$ cat src/rtl/td4_pkg.sv
// Shared definitions for the TD4 program loader: program depth, default
// sync byte, loader and UART receiver state encodings, debug struct.
package td4_pkg;

  localparam logic [7:0] SYNC_BYTE_DEFAULT = 8'hA5;
  localparam int         PROG_DEPTH        = 16;
  localparam int         ADDR_W            = $clog2(PROG_DEPTH);

  typedef enum logic [1:0] {
    HOLD  = 2'd0,
    LOAD  = 2'd1,
    CHECK = 2'd2,
    RUN   = 2'd3
  } td4_state_e;

  typedef enum logic [1:0] {
    RX_IDLE  = 2'd0,
    RX_START = 2'd1,
    RX_DATA  = 2'd2,
    RX_STOP  = 2'd3
  } rx_state_e;

  typedef struct packed {
    td4_state_e state;
    rx_state_e  rx_state;
  } td4_dbg_t;

endpackage

$ cat src/rtl/td4_uart_rx.sv
// 8N1 UART receiver, LSB first, mid-bit sampling after a 2-flop synchroniser.
// byte_valid / frame_err are single-cycle pulses at the stop-bit sample.
module td4_uart_rx
  import td4_pkg::*;
#(
  parameter int CLKS_PER_BIT = 104
) (
  input  logic       clock,
  input  logic       reset,
  input  logic       rx,
  output logic [7:0] data,
  output logic       byte_valid,
  output logic       frame_err,
  output rx_state_e  dbg_state
);

  localparam int                CNT_W   = $clog2(CLKS_PER_BIT);
  localparam logic [CNT_W-1:0] HALF_M1 = CNT_W'(CLKS_PER_BIT / 2 - 1);
  localparam logic [CNT_W-1:0] FULL_M1 = CNT_W'(CLKS_PER_BIT - 1);

  logic             rx_meta;
  logic             rx_sync;
  logic             rx_prev;
  rx_state_e        state;
  logic [CNT_W-1:0] cnt;
  logic [2:0]       bit_idx;

  assign dbg_state = state;

  always_ff @(posedge clock or negedge reset) begin
    if (!reset) begin
      rx_meta    <= 1'b1;
      rx_sync    <= 1'b1;
      rx_prev    <= 1'b1;
      state      <= RX_IDLE;
      cnt        <= '0;
      bit_idx    <= '0;
      data       <= '0;
      byte_valid <= 1'b0;
      frame_err  <= 1'b0;
    end else begin
      rx_meta    <= rx;
      rx_sync    <= rx_meta;
      rx_prev    <= rx_sync;
      byte_valid <= 1'b0;
      frame_err  <= 1'b0;
      case (state)
        RX_IDLE: begin
          if (rx_prev && !rx_sync) begin
            state <= RX_START;
            cnt   <= '0;
          end
        end
        RX_START: begin
          // A start bit that is high again at mid-bit was a glitch.
          if (cnt == HALF_M1) begin
            cnt     <= '0;
            bit_idx <= '0;
            state   <= rx_sync ? RX_IDLE : RX_DATA;
          end else begin
            cnt <= cnt + 1'b1;
          end
        end
        RX_DATA: begin
          if (cnt == FULL_M1) begin
            cnt     <= '0;
            data    <= {rx_sync, data[7:1]};
            bit_idx <= bit_idx + 3'd1;
            if (bit_idx == 3'd7) state <= RX_STOP;
          end else begin
            cnt <= cnt + 1'b1;
          end
        end
        RX_STOP: begin
          if (cnt == FULL_M1) begin
            cnt   <= '0;
            state <= RX_IDLE;
            if (rx_sync) byte_valid <= 1'b1;
            else         frame_err  <= 1'b1;
          end else begin
            cnt <= cnt + 1'b1;
          end
        end
        default: state <= RX_IDLE;
      endcase
    end
  end

endmodule

$ cat src/rtl/td4_prog_loader.sv
// UART-loaded 16x8 program memory for the TD4 core; holds the core in reset
// until a checksummed image arrives. Define TD4_LOADER_TIMEOUT_EN for the inter-byte timeout.
module td4_prog_loader
  import td4_pkg::*;
#(
  parameter int         CLKS_PER_BIT = 104,
  parameter logic [7:0] SYNC_BYTE    = SYNC_BYTE_DEFAULT
`ifdef TD4_LOADER_TIMEOUT_EN
  ,
  parameter int         TIMEOUT_CYCLES = 65535
`endif
) (
  input  logic       clock,
  input  logic       reset,
  input  logic       rx,
  input  logic [3:0] ip,
  output logic [7:0] ramdata,
  output logic       core_reset_n,
  output logic       loaded,
  output logic       load_err,
  output td4_dbg_t   dbg
);

  logic [7:0]        mem [PROG_DEPTH];
  logic [7:0]        rx_data;
  logic              byte_valid;
  logic              frame_err;
  rx_state_e         rx_state;
  td4_state_e        state;
  logic [ADDR_W-1:0] addr;
  logic [7:0]        checksum;
  logic              wr_en;
  logic              timeout;
  logic              busy;

  td4_uart_rx #(
    .CLKS_PER_BIT(CLKS_PER_BIT)
  ) u_rx (
    .clock      (clock),
    .reset      (reset),
    .rx         (rx),
    .data       (rx_data),
    .byte_valid (byte_valid),
    .frame_err  (frame_err),
    .dbg_state  (rx_state)
  );

  assign ramdata = mem[ip];
  assign wr_en   = (state == LOAD) && byte_valid;
  assign busy    = (state == LOAD) || (state == CHECK);
  assign dbg     = {state, rx_state};

  always_ff @(posedge clock or negedge reset) begin
    if (!reset) begin
      for (int i = 0; i < PROG_DEPTH; i++) mem[i] <= '0;
    end else if (wr_en) begin
      mem[addr] <= rx_data;
    end
  end

`ifdef TD4_LOADER_TIMEOUT_EN
  localparam int TO_W = $clog2(TIMEOUT_CYCLES + 1);
  logic [TO_W-1:0] to_cnt;

  always_ff @(posedge clock or negedge reset) begin
    if (!reset)                 to_cnt <= '0;
    else if (byte_valid || !busy) to_cnt <= '0;
    else                        to_cnt <= to_cnt + 1'b1;
  end

  // Fires TIMEOUT_CYCLES cycles after the last accepted byte.
  assign timeout = busy && !byte_valid && (to_cnt == TO_W'(TIMEOUT_CYCLES - 1));
`else
  assign timeout = 1'b0;
`endif

  always_ff @(posedge clock or negedge reset) begin
    if (!reset) begin
      state        <= HOLD;
      core_reset_n <= 1'b0;
      loaded       <= 1'b0;
      load_err     <= 1'b0;
      addr         <= '0;
      checksum     <= '0;
    end else begin
      case (state)
        HOLD: begin
          if (byte_valid && rx_data == SYNC_BYTE) begin
            state    <= LOAD;
            addr     <= '0;
            checksum <= '0;
            load_err <= 1'b0;
          end
        end
        LOAD: begin
          if (frame_err || timeout) begin
            load_err <= 1'b1;
            state    <= HOLD;
          end else if (byte_valid) begin
            checksum <= checksum + rx_data;
            addr     <= addr + 1'b1;
            if (&addr) state <= CHECK;
          end
        end
        CHECK: begin
          if (frame_err || timeout) begin
            load_err <= 1'b1;
            state    <= HOLD;
          end else if (byte_valid) begin
            if (rx_data == checksum) begin
              state        <= RUN;
              loaded       <= 1'b1;
              core_reset_n <= 1'b1;
            end else begin
              load_err <= 1'b1;
              state    <= HOLD;
            end
          end
        end
        RUN: begin
          // Reload: core goes back into reset on the very next edge.
          if (byte_valid && rx_data == SYNC_BYTE) begin
            core_reset_n <= 1'b0;
            loaded       <= 1'b0;
            load_err     <= 1'b0;
            addr         <= '0;
            checksum     <= '0;
            state        <= LOAD;
          end
        end
        default: state <= HOLD;
      endcase
    end
  end

endmodule

$ cat config.mk
export PLATFORM = sky130hd
export DESIGN_NAME = td4_prog_loader
export DESIGN_NICKNAME = d
export VERILOG_FILES = /design/src/rtl/td4_pkg.sv /design/src/rtl/td4_uart_rx.sv /design/src/rtl/td4_prog_loader.sv
export SDC_FILE = /design/constraint.sdc
export NUM_CORES = 1
export LEC_CHECK = 0
export BUFFER_PORTS_ARGS = -buffer_cell sky130_fd_sc_hd__buf_2
export CELL_PAD_IN_SITES_DETAIL_PLACEMENT = 1
export CELL_PAD_IN_SITES_GLOBAL_PLACEMENT = 2
export CORE_ASPECT_RATIO = 1.1
export CORE_MARGIN = 5
export CORE_UTILIZATION = 25
export DETAILED_ROUTE_END_ITERATION = 7
export PLACE_DENSITY = 0.58
export SETUP_SLACK_MARGIN = 0.2
export SYNTH_ARGS = -nofsm -noshare
export SYNTH_HDL_FRONTEND = slang
export SYNTH_HIERARCHICAL = 1
export SYNTH_SLANG_ARGS = --single-unit
$ cat constraint.sdc
create_clock -name clock -period 2.5 [get_ports clock]
set_clock_uncertainty 0.05 [all_clocks]
set_input_delay 0.25 -clock clock [delete_from_list [all_inputs] [get_ports clock]]
set_output_delay 0.25 -clock clock [all_outputs]
set_load 0.02 [all_outputs]
======== Word-level counts from Yosys, hierarchy flattened ========
Index checks and enable logic that the tools add are counted.
word-level totals
  register bits ........................... 169
  input port bits ......................... 7
  output and inout port bits .............. 15
  logic and storage cells ................. 139
cells by class
  add/subtract/negate cells ............... 4
  magnitude comparators ................... 3
  equality and inequality tests ........... 28
  muxes and demuxes ....................... 52
  bitwise logic cells ..................... 2
  reduce and logical (&&, ||, !) cells .... 20
operator list
  operator                                                                  count
  128-bit bitwise mux                                                       1
  8-bit 2-to-1 mux                                                          6
  8-bit binary-select mux with 4-bit select                                 1
  8-bit demux with 4-bit select                                             1
  2-bit 2-to-1 mux                                                          13
  7-bit 2-to-1 mux                                                          3
  7-bit one-hot mux with 3 select lines                                     1
  2-bit by 1-bit inequality test with 1-bit output (second input constant)  10
  8-bit one-hot mux with 2 select lines                                     1
  4-bit AND reduction                                                       4
  1-bit 2-to-1 mux                                                          14
  4-bit 2-to-1 mux                                                          3
  5-bit greater-or-equal comparator (second input constant)                 2
  4-bit inverter with 5-bit output                                          2
  5-bit AND reduction                                                       2
  3-bit by 1-bit inequality test with 1-bit output (second input constant)  3
  8-bit adder                                                               1
  2-bit equality test (second input constant)                               4
  8-bit equality test                                                       1
  8-bit equality test (second input constant)                               1
  2-bit one-hot mux with 4 select lines                                     1
  4-bit one-hot mux with 2 select lines                                     1
  7-bit by 1-bit adder with 7-bit output (second input constant)            1
  7-bit by 6-bit equality test with 1-bit output (second input constant)    1
  other kinds (20)                                                          31

======== Depth between registers and ports, before layout ========
Gate-level depths: netlist of run 1.
  depth after elaboration ................. 6
  mapped depth ............................ 9
  depth with buffers taken out ............ 7

======== Cells and area by module ========
The synthesis of run 1 kept the hierarchy.
by module, submodules not included
  module           times used  cells an instance  area an instance (µm²)  seq. area each (µm²)
  td4_prog_loader  1           480                7,158.1                 3,603.5
  td4_uart_rx      1           101                1,154.9                 629.4

======== Worst setup path before layout of run 1 ========
OpenSTA, ideal clock, no wires.
  path type ............................... register -> register
  start point ............................. register u_rx.data[0]
  end point ............................... register checksum[6]
  setup time .............................. 0.126 ns
  data arrival time ....................... 1.774 ns
  data required time ...................... 2.324 ns
  slack ................................... 0.550 ns
  cell stages (with the launch flop) ...... 8
  path buffers ............................ 0
  period minus slack after synthesis ...... 1.950 ns
  cell sequence ........................... dfrtp_1 -> ha_1 -> fa_1 -> a21o_1 -> a21o_1 -> nand2_1 -> mux2i_1 -> a221o_1
on the way
  word-level cells in the longest chain between the ends .. 4
  elaborated cells on any way between the ends .. 8
  classes of those cells .................. 1 x add/sub; 2 x eq/ne; 3 x mux; 2 x reduce/logical
RTL lines
  what                                                                                         line                                                                   source
  start, declared                                                                              td4_uart_rx.sv:11                                                      output logic [7:0] data,
  start signal, assigned                                                                       td4_uart_rx.sv:67                                                      data <= {rx_sync, data[7:1]};
  8-bit adder / 8-bit equality test (equally long branches)                                    td4_prog_loader.sv:100, td4_prog_loader.sv:88, td4_prog_loader.sv:122
  8-bit 2-to-1 mux / 1-bit logical AND (equally long branches)                                 td4_prog_loader.sv:99, td4_prog_loader.sv:88, td4_prog_loader.sv:122
  8-bit 2-to-1 mux / 2-bit by 1-bit inequality test with 1-bit output (equally long branches)  -
  8-bit one-hot mux with 2 select lines / 4-bit AND reduction (equally long branches)          -
  end signal, assigned                                                                         td4_prog_loader.sv:100                                                 checksum <= checksum + rx_data;
  end, declared                                                                                td4_prog_loader.sv:31                                                  logic [7:0] checksum;
Parallel ways exist; a longest one is shown, timed or not. The select of a mux whose other input is x is not followed.
A chain may end at the register's enable or synchronous reset.

======== Worst setup path in the final report of run 1 ========
  start point ............................. register mem[37] (netlist bit)
  end point ............................... output port ramdata[5]
on the way
  word-level cells in the longest chain between the ends .. 3
RTL lines
  what                                                 line                   source
  start, declared                                      td4_prog_loader.sv:24  logic [7:0] mem [PROG_DEPTH];
  start signal, assigned by index                      td4_prog_loader.sv:57  mem[addr] <= rx_data;
  8-bit binary-select mux with 4-bit select            td4_prog_loader.sv:48  assign ramdata = mem[ip];
  8-bit 2-to-1 mux (not written as such) (2 in a row)  td4_prog_loader.sv:48
  end, declared                                        td4_prog_loader.sv:17  output logic [7:0] ramdata,
No other way between the ends. The select of a mux whose other input is x is not followed.

==> results of run 1 <==
==> worst max-delay path: cells and delay by family, from the launching register on <==
family,cells,cell delay [ns]
flip-flops,1,0.38
buffers and inverters,1,0.16
multiplexers,2,1.03
==> sequential cells by signal (all words and copies together) (netlist names), 2 cells and up, named ones only <==
| signal | count |
|---|---|
| addr | 4 |
| mem | 128 |
| u_rx/bit_idx | 3 |
| checksum | 8 |
| state | 2 |
| u_rx/cnt | 7 |
| u_rx/data | 8 |
==> stage by stage <==
stage	hold WS (ns)	setup slack (ns)	power (mW)	utilization, %
detailed placement	0.245	0.226	3.42	27.5
finish	0.308	0.198	6.07	29.5
global placement	0.232	0.254	3.39	27.5
floorplan	-0.0956	0.550	3.22	-
global route	0.313	0.147	6.34	29.5
CTS	0.309	0.167	6.17	29.3
==> power breakdown <==
group / switching (mW) / total [mW] / internal [mW]
clock network: 1.27 / 2.71 / 1.44
logic: 0.284 / 0.451 / 0.167
registers: 0.108 / 2.91 / 2.80
total: 1.66 / 6.07 / 4.41
==> synth_stat cells (3+ instances only) <==
cell type / number / share of area [%]
o21ai_0: 14 / 0.84
a21o_1: 3 / 0.27
nor3_1: 4 / 0.24
nand2_1: 25 / 1.1
nand3_1: 11 / 0.66
nor2_1: 11 / 0.50
mux2_2: 135 / 18
o31ai_1: 6 / 0.54
buf_6: 4 / 0.54
buf_1: 3 / 0.14
mux4_1: 28 / 8.9
a22o_1: 4 / 0.42
dfstp_2: 3 / 0.95
o22ai_1: 4 / 0.30
nor2_2: 12 / 0.90
inv_1: 13 / 0.59
nand2b_1: 6 / 0.45
mux2i_1: 5 / 0.60
or3_1: 3 / 0.23
a21oi_1: 17 / 1.0
clkbuf_1: 18 / 0.81
dfrtp_1: 166 / 50
and2_1: 3 / 0.23
buf_2: 7 / 0.42
mux4_2: 12 / 3.3
xnor2_1: 6 / 0.63
ha_1: 18 / 2.7
==> area by class of cell <==
| class | instances | area share (%) |
|---|---|---|
| Multi-Input combinational cell | 365 | 38.8 |
| Clock inverter | 14 | 1.57 |
| Clock buffer | 18 | 4.51 |
| Timing Repair Buffer | 63 | 5.59 |
| Inverter | 13 | 0.502 |
| Tap cell | 432 | 5.56 |
| Sequential cell | 169 | 43.5 |
==> worst paths after layout <==
path	start	to	slack (ns)	cells past startpoint
worst max-delay path	mem[37]$_DFFE_PN0P_	ramdata[5]	0.20	3
worst min-delay path	u_rx/rx_meta$_DFF_PN1_	u_rx/rx_sync$_DFF_PN1_	0.31	0
worst max register to register	state[1]$_DFFE_PN0P_	mem[67]$_DFFE_PN0P_	0.38	6
worst min register to register	u_rx/rx_meta$_DFF_PN1_	u_rx/rx_sync$_DFF_PN1_	0.31	0
max in group asynchronous	reset	u_rx/bit_idx[1]$_DFFE_PN0P_	1.25	3
min in group asynchronous	reset	mem[10]$_DFFE_PN0P_	0.32	2
==> cells by family (layout without fill, tap and decap cells) <==
| family | count (synthesis) | count (layout) |
|---|---|---|
| compound gates | 62 | 62 |
| simple gates | 94 | 94 |
| buf+inv | 47 | 108 |
| xor+xnor | 7 | 7 |
| mux | 183 | 183 |
| flops | 169 | 169 |
| fa+ha+maj | 19 | 19 |
==> what timing repair did <==
| item | CTS | global route |
|---|---|---|
| buffers inserted | 2 | 5 |
| endpoints found under the hold margin | 62 | 0 |
| setup endpoints to repair | 8 | 19 |
| hold buffers | 2 | 0 |
| gates resized for setup | 33 | 9 |
==> per-layer routing <==
layer	track usage, %	part of all wire, %
met5	0	0
met1	16.2	46
met4	3.35	1.2
met3	2.26	2.4
met2	20.4	50
==> impl_results.md, run 1 <==
* RSZ-0062 raised after global routing: yes
* Crit Path Class: flip-flop to primary output
* Mux cell area share after synthesis at 31.4%
* Syn Nets at 607
* Crit path top cell by count: mux4_2
* Initial antenna violation count at 0
* Synth unique cells at 57
* Total wire length at 21,700 um
* Largest stage delay, worst path at 0.53 ns
* Largest family of logic cells by synthesized area: multiplexers
* Crit-path max FO at 2
* Synth warnings at 6
* Synth Area in Compound Gates at 4.85%
* GRT overflow at 0
* Row count at 70
* First-pass GRT wire length at 34,900 um
* Worst Path Required at 2.20 ns
* Endpoints failing setup at 0
* DRC at 0
* Register area share after synthesis at 50.9%
* Die X at 184 um
* Initial drt markers at 275
* Net count reported at finish at 655
* Final period util at 92.1%
* Largest net degree at the start of global routing at 65
* Post-DP Area at 9090 um^2
* CTS Buffer Depth at 2
* Max-cap violation count at 0
* CTS Sinks at 169
* CTS Buf Count at 17
* Worst slew pin tran at 0.631 ns
* Root Driver: clkbuf_16
* Final HPWL DP at 14,600 um
* Routed Antenna Nets at 0
* Final Max Slew Viols at 0
* Synth Area in XOR/XNOR at 0.738%
* Most frequent cells in the layout: dfrtp_1, mux2_2, mux4_2, buf_4, nand2_1
* Run status: completed
* Register area at 4230 um^2
* Critical Path Source Type: flip-flop
* Final Hold Viols at 0
* Multi-input gate area at 3770 um^2
* Commonest non-fill, non-tap cell in the layout: dfrtp_1
* EDFF count, synth at 0
* Crit-path cells: mux4_2 > mux4_2 > buf_6
* Clk Latency, worst-skew pair at 0.43 ns
* Dpl cells at 1,033
* P&R area growth vs syn at 17.0%
* CP Capture Type: primary output
* Synthesized area at 8310 um^2
* FF+latch count, synth at 169
* CTS tree: yes
* GPL Wtd Cong at 0.735
* Die height at 201 um
* Ports at 22
* Fin crit period at 2.30 ns
* PwrDens at 624 nW/um^2
* Die area at 37,000 um^2
* Synth Area in Adders at 2.95%
* Clock transition at path regs at 0.07 ns
* Setup TNS at 0 ns
* Gate Count Post-Synth at 581
* Syn Area/Cell at 14.3 um^2
* Port bufs at 21
* Simple-gate area share of the yosys netlist at 6.34%
* Final std cell area, no fill at 9730 um^2
* Main flop type after synthesis: dfrtp_1
* Via density per instance at 4.72
* Top achievable clock speed at 434 MHz
* DR vias at 5,064
* DRT Pass-1 Iters at 4
* WL per Instance at 20.2 um
* Core Area at 33,000 um^2
* Max-slew headroom at 58.0%
* WP data arrival at 2.00 ns
* Initial Util at 25.2%
* Fill cells at 3,525
* ANT cells at 0
* Pleak at 4.51 nW
* Layout cell share with drive strength beyond 1 at 45.0%
* FFs w/ async S/R, synth at 100%
* CTS H-Tree Depth at 4
* Crit-path slowest cell: mux4_2
* Number of global-route vias before repair at 5,742
* Fin cells at 1,074
* Overall Global Routing Usage at 12.2%
* Worst hold path type: flip-flop to flip-flop
* VDD IR max at 0.517 mV
Power figures use the tool's default switching activity.
==> run 2: changes to the inputs <==
Settings changed: PLACE_DENSITY 0.58 to unset, PLACE_DENSITY_LB_ADDON set to 0.25.
==> run 2 against run 1 <==
  * Power down 2.4%
  * Cell count is essentially flat
  * Setup slack improved by 0.017 ns
  * Sequential share of layout area grew 0.30 points
  * Wire length down 1.3%
  * Final area down 0.69%
  * Critical endpoint is now ramdata[6]
  * Combinational power fell by 1%
  * Worst hold slack improved by 0.0067 ns
  * Largest power group unchanged
  * Non-clock buffer count down 1
  * Register-to-register slack hardly changed
==> impl_results.md, run 2 (synthesized netlist as in run 1, its figures left out) <==
* Overall Global Routing Usage at 12.1%
* Net count reported at finish at 654
* First-pass GRT wire length at 34,500 um
* Critical Path Source Type: flip-flop
* Pleak at 4.46 nW
* GPL Wtd Cong at 0.768
* Hold path cells at 0
* Psw at 1.57 mW
* Core Area at 33,000 um^2
* Max-slew headroom at 60.2%
* R2R Setup Slk at 0.39 ns
* CTS Buffer Depth at 2
* Worst Path Required at 2.20 ns
* CTS H-Tree Depth at 4
* Top achievable clock speed at 438 MHz
* Seq pwr share at 49.0%
* CTS tree: yes
* Port bufs at 21
* Largest net degree at the start of global routing at 62
* Largest register by flop count: mem
* Clock transition at path regs at 0.08 ns
* Row count at 70
* DRC at 0
* Fin crit period at 2.29 ns
* CTS Buf Count at 17
* ANT cells at 0
* Layout cell share with drive strength beyond 1 at 45.4%
* Worst slew pin tran at 0.598 ns
* Switching share of power at 26.5%
* Worst hold path type: flip-flop to flip-flop
* Largest register FFs at 128
* Crit path top cell by count: mux4_2
* Crit-path max FO at 2
* Crit Path Class: flip-flop to primary output
* VDD IR max at 0.483 mV
* Hold Path End: u_rx/rx_sync$_DFF_PN1_
* Die area at 37,000 um^2
* Routed Antenna Nets at 0
* Crit-path cells: mux4_2 > mux4_2 > buf_6
* Logic gate share of total power at 7.5%
* Critical R2R Capture: mem[116]$_DFFE_PN0P_
* PwrDens at 613 nW/um^2
* GRT overflow at 0
* Root Driver: clkbuf_16
* CTS Sinks at 169
* WP data arrival at 1.99 ns
* Worst hold start: u_rx/rx_meta$_DFF_PN1_
* Overall Power at 5.92 mW
* Via density per instance at 4.67
* Most frequent cells in the layout: dfrtp_1, mux2_2, mux4_2, buf_4, nand2_1
* DR vias at 5,009
* P_int at 4.36 mW
* Ports at 22
* Endpoints failing setup at 0
* Max-cap violation count at 0
* Die height at 201 um
* RR Startpoint: state[1]$_DFFE_PN0P_
* Final HPWL DP at 14,500 um
* Commonest non-fill, non-tap cell in the layout: dfrtp_1
* Worst reg-to-reg path cell count at 6
* Biggest regs: mem x128, checksum x8, u_rx/data x8
* WL per Instance at 20.0 um
* Final Max Slew Viols at 0
* Die X at 184 um
* Largest stage delay, worst path at 0.52 ns
* Initial antenna violation count at 0
* Run status: completed
* Final Hold Viols at 0
* RSZ-0062 raised after global routing: yes
* Initial drt markers at 258
* P&R area growth vs syn at 16.2%
* Total wire length at 21,400 um
* Clock group share of total power at 43.4%
* Number of global-route vias before repair at 5,570
* CP Capture Type: primary output
* Clk Latency, worst-skew pair at 0.44 ns
* DRT Pass-1 Iters at 4
* Final period util at 91.4%
* Crit-path slowest cell: mux4_2
* Initial Util at 25.2%
* Setup TNS at 0 ns
-- run 2: cell types whose count changed in the layout (fill, tap and decap cells not counted), moves of 2 or more --
cell,delta
mux4_2,+2
buf_12,-2
mux4_1,-2
or3_4,-2
inv_8,-3
clkinv_4,+5
ha_1,-2
or3_1,+2
ha_2,+2
-- run 2: final cells by class --
cell class / instances / area [um^2]
Clock buffer: 17 / 425
Clock inverter: 15 / 143
Fill cell: 3517 / 23400
Inverter: 13 / 48.8
Multi-Input combinational cell: 365 / 3760
Sequential cell: 169 / 4230
Tap cell: 432 / 541
Timing Repair Buffer: 62 / 512
-- run 2: layer usage --
| layer | vias to the layer above | share of wire (%) | GRT usage, % |
|---|---|---|---|
| met5 | - | 0 | 0 |
| met4 | 0 | 1.3 | 3.14 |
| met3 | 16 | 2.3 | 2.28 |
| met2 | 62 | 51 | 20.5 |
| met1 | 2677 | 46 | 15.8 |
| li1 | 2254 | - | - |
-- run 2: power groups by stage --
stage / logic (mW) / registers (mW) / clock network (mW)
global placement: 0.431 / 2.95 / 0
CTS: 0.456 / 2.91 / 2.67
floorplan: 0.291 / 2.92 / 0
detailed placement: 0.444 / 2.96 / 0
global route: 0.505 / 2.92 / 2.80
finish: 0.445 / 2.91 / 2.57
-- run 2: timing repair --
| item | in CTS | in global routing |
|---|---|---|
| resized for setup | 37 | 8 |
| hold buffers | 2 | 0 |
| buffers inserted | 3 | 2 |
| endpoints found under the hold margin | 58 | 0 |
| setup endpoints to repair | 8 | 42 |
| gates cloned | 0 | 0 |
-- run 2: through the flow --
stage	hold WS [ns]	instance area [um^2]	worst slack (ns)	utilization, %	instances
4_1_cts	0.317	9650	0.183	29.2	1071
2_1_floorplan	-0.0956	8310	0.550	-	581
3_3_place_gp	0.212	9080	0.280	27.5	1034
3_5_place_dp	0.220	9080	0.249	27.5	1034
5_1_grt	0.326	9660	0.156	29.3	1073
6_report	0.315	9660	0.215	29.3	1073
-- run 2: worst max-delay path by stage --
| stage | slack, ns | to | startpoint | cells past startpoint |
|---|---|---|---|---|
| finish | 0.21 | ramdata[6] | mem[62]$_DFFE_PN0P_ | 3 |
| global route | 0.16 | ramdata[6] | mem[30]$_DFFE_PN0P_ | 3 |
| CTS | 0.18 | ramdata[4] | mem[12]$_DFFE_PN0P_ | 3 |
| detailed placement | 0.25 | ramdata[4] | ip[0] | 5 |
| global placement | 0.28 | ramdata[4] | ip[0] | 5 |
| floorplan | 0.55 | checksum[6]$_DFFE_PN0P_ | u_rx/data[0]$_DFFE_PN0P_ | 7 |
-- run 2: critical path, delay by kind of cell, from the launching register on --
kind / cells / cell delay (ns)
flip-flops: 1 / 0.39
multiplexers: 2 / 1.00
buffers and inverters: 1 / 0.16
==> run 3: changes to the inputs <==
Settings changed: RECOVER_POWER set to 25.
==> run 3 against run 2 <==
  * The run now ends with max-capacitance violations, max-slew violations left
  * Final area is essentially flat
  * Worst hold slack gained 0.0053 ns
  * Via count shrank 0.16%
  * Sequential power is essentially flat
  * Core utilization is essentially flat
  * Register-to-register slack is essentially flat
==> impl_results.md, run 3 (synthesized netlist as in run 1, its figures left out) <==
* Run status: finished with violations
* Max-slew headroom at -7.37%
* Fill cells at 3,518
* Ports at 22
* RSZ-0062 raised after global routing: yes
* Via density per instance at 4.66
* Die height at 201 um
* Core Util, Final at 29.2%
* Crit path top cell by count: mux4_2
* WL met1 at 9820 um
* CTS tree: yes
* Initial antenna violation count at 0
* Row count at 70
* Total wire length at 21,400 um
* Final Hold Viols at 0
* Number of global-route vias before repair at 5,570
* Worst hold path type: flip-flop to flip-flop
* WL per Instance at 20.0 um
* VDD IR max at 0.484 mV
* Met3 Wirelength at 430 um
* Pleak at 4.46 nW
* Final Max Slew Viols at 61
* P&R area growth vs syn at 16.1%
* Largest stage delay, worst path at 0.52 ns
* Largest net degree at the start of global routing at 62
* Metal2 WL at 10,900 um
* Initial Util at 25.2%
* Die area at 37,000 um^2
* Final HPWL DP at 14,500 um
* PwrDens at 613 nW/um^2
* ANT cells at 0
* Crit Path Class: flip-flop to primary output
* Worst Path Required at 2.20 ns
* Critical Path Source Type: flip-flop
* Failing checks: max-capacitance violations, max-slew violations
* Setup TNS at 0 ns
* CTS Buf Count at 17
* Net count reported at finish at 654
* GPL Wtd Cong at 0.768
* Routed Antenna Nets at 0
* DRT Pass-1 Iters at 4
* Final period util at 91.4%
* Most frequent cells in the layout: dfrtp_1, mux2_2, mux4_2, buf_4, nand2_1
* Port bufs at 21
* DRC at 0
* Initial drt markers at 256
* Biggest regs: mem x128, checksum x8, u_rx/data x8
* Endpoints failing setup at 0
* Max-cap violation count at 1
* Core Area at 33,000 um^2
* CP Capture Type: primary output
* CTS Buffer Depth at 2
* Fin crit period at 2.29 ns
* Crit-path cells: mux4_2 > mux4_2 > buf_6
* Clk Latency, worst-skew pair at 0.44 ns
* Crit-path max FO at 2
* First-pass GRT wire length at 34,500 um
* Max Used Layer: met4
* Largest register FFs at 128
* Top achievable clock speed at 438 MHz
* Worst slew pin tran at 1.61 ns
* Crit-path slowest cell: mux4_2
* WP data arrival at 1.99 ns
* DR vias at 5,001
* Root Driver: clkbuf_16
* Overall Global Routing Usage at 12.1%
* Commonest non-fill, non-tap cell in the layout: dfrtp_1
* Largest register by flop count: mem
* CTS Sinks at 169
* Die X at 184 um
* CTS H-Tree Depth at 4
* Layout cell share with drive strength beyond 1 at 45.2%
* GRT overflow at 0
* Clock transition at path regs at 0.08 ns
## run 3: repair_timing
item / in CTS / in global routing
endpoints found under the setup margin: 8 / 42
hold endpoints to repair: 58 / 0
gates resized for setup: 37 / 8
hold buffers: 2 / 0
setup buffers: 3 / 2
gates cloned: 0 / 0
## run 3: worst max-delay path: cells and delay by family, from the launching register on
kind,cells,cell delay [ns]
flip-flops,1,0.39
multiplexers,2,1.00
buffers and inverters,1,0.16
## run 3: per-layer routing
layer,vias to the layer above,track usage [%]
li1,2257,-
met1,2675,15.8
met3,16,2.28
met5,-,0
met4,0,3.14
met2,53,20.5
## run 3: worst paths after layout
check                                    endpoint              startpoint  slack [ns]  cells past startpoint
hold / removal             u_rx/rx_sync$_DFF_PN1_  u_rx/rx_meta$_DFF_PN1_        0.32                      0
max in group asynchronous     mem[42]$_DFFE_PN0P_                   reset        0.48                      3
setup reg to reg             mem[116]$_DFFE_PN0P_    state[1]$_DFFE_PN0P_        0.39                      6
min in group asynchronous      mem[5]$_DFFE_PN0P_                   reset        0.71                      2
setup / recovery                       ramdata[6]     mem[62]$_DFFE_PN0P_        0.21                      3
hold reg to reg            u_rx/rx_sync$_DFF_PN1_  u_rx/rx_meta$_DFF_PN1_        0.32                      0
## run 3: where the power goes
group          total (mW)  internal (mW)  switching, mW
combinational       0.443          0.165          0.278
clock                2.57           1.39           1.18
sequential           2.90           2.80          0.103
## run 3: layout make-up
class	instances	area, um^2	share of cell area (%)
Sequential cell	169	4230	43.9
Multi-Input combinational cell	365	3760	38.9
Tap cell	432	541	5.60
Timing Repair Buffer	62	503	5.21
Clock buffer	17	425	4.41
Clock inverter	15	143	1.48
Inverter	13	48.8	0.506
## run 3: stage by stage
step	power [mW]	area, um^2	hold WS, ns	std cells	setup slack [ns]
after floorplan	3.22	8310	-0.0956	581	0.550
after CTS	6.03	9650	0.317	1071	0.183
after global placement	3.38	9080	0.212	1034	0.280
after global routing	6.22	9650	0.331	1073	0.135
final	5.92	9650	0.320	1073	0.215
after detailed placement	3.40	9080	0.220	1034	0.249
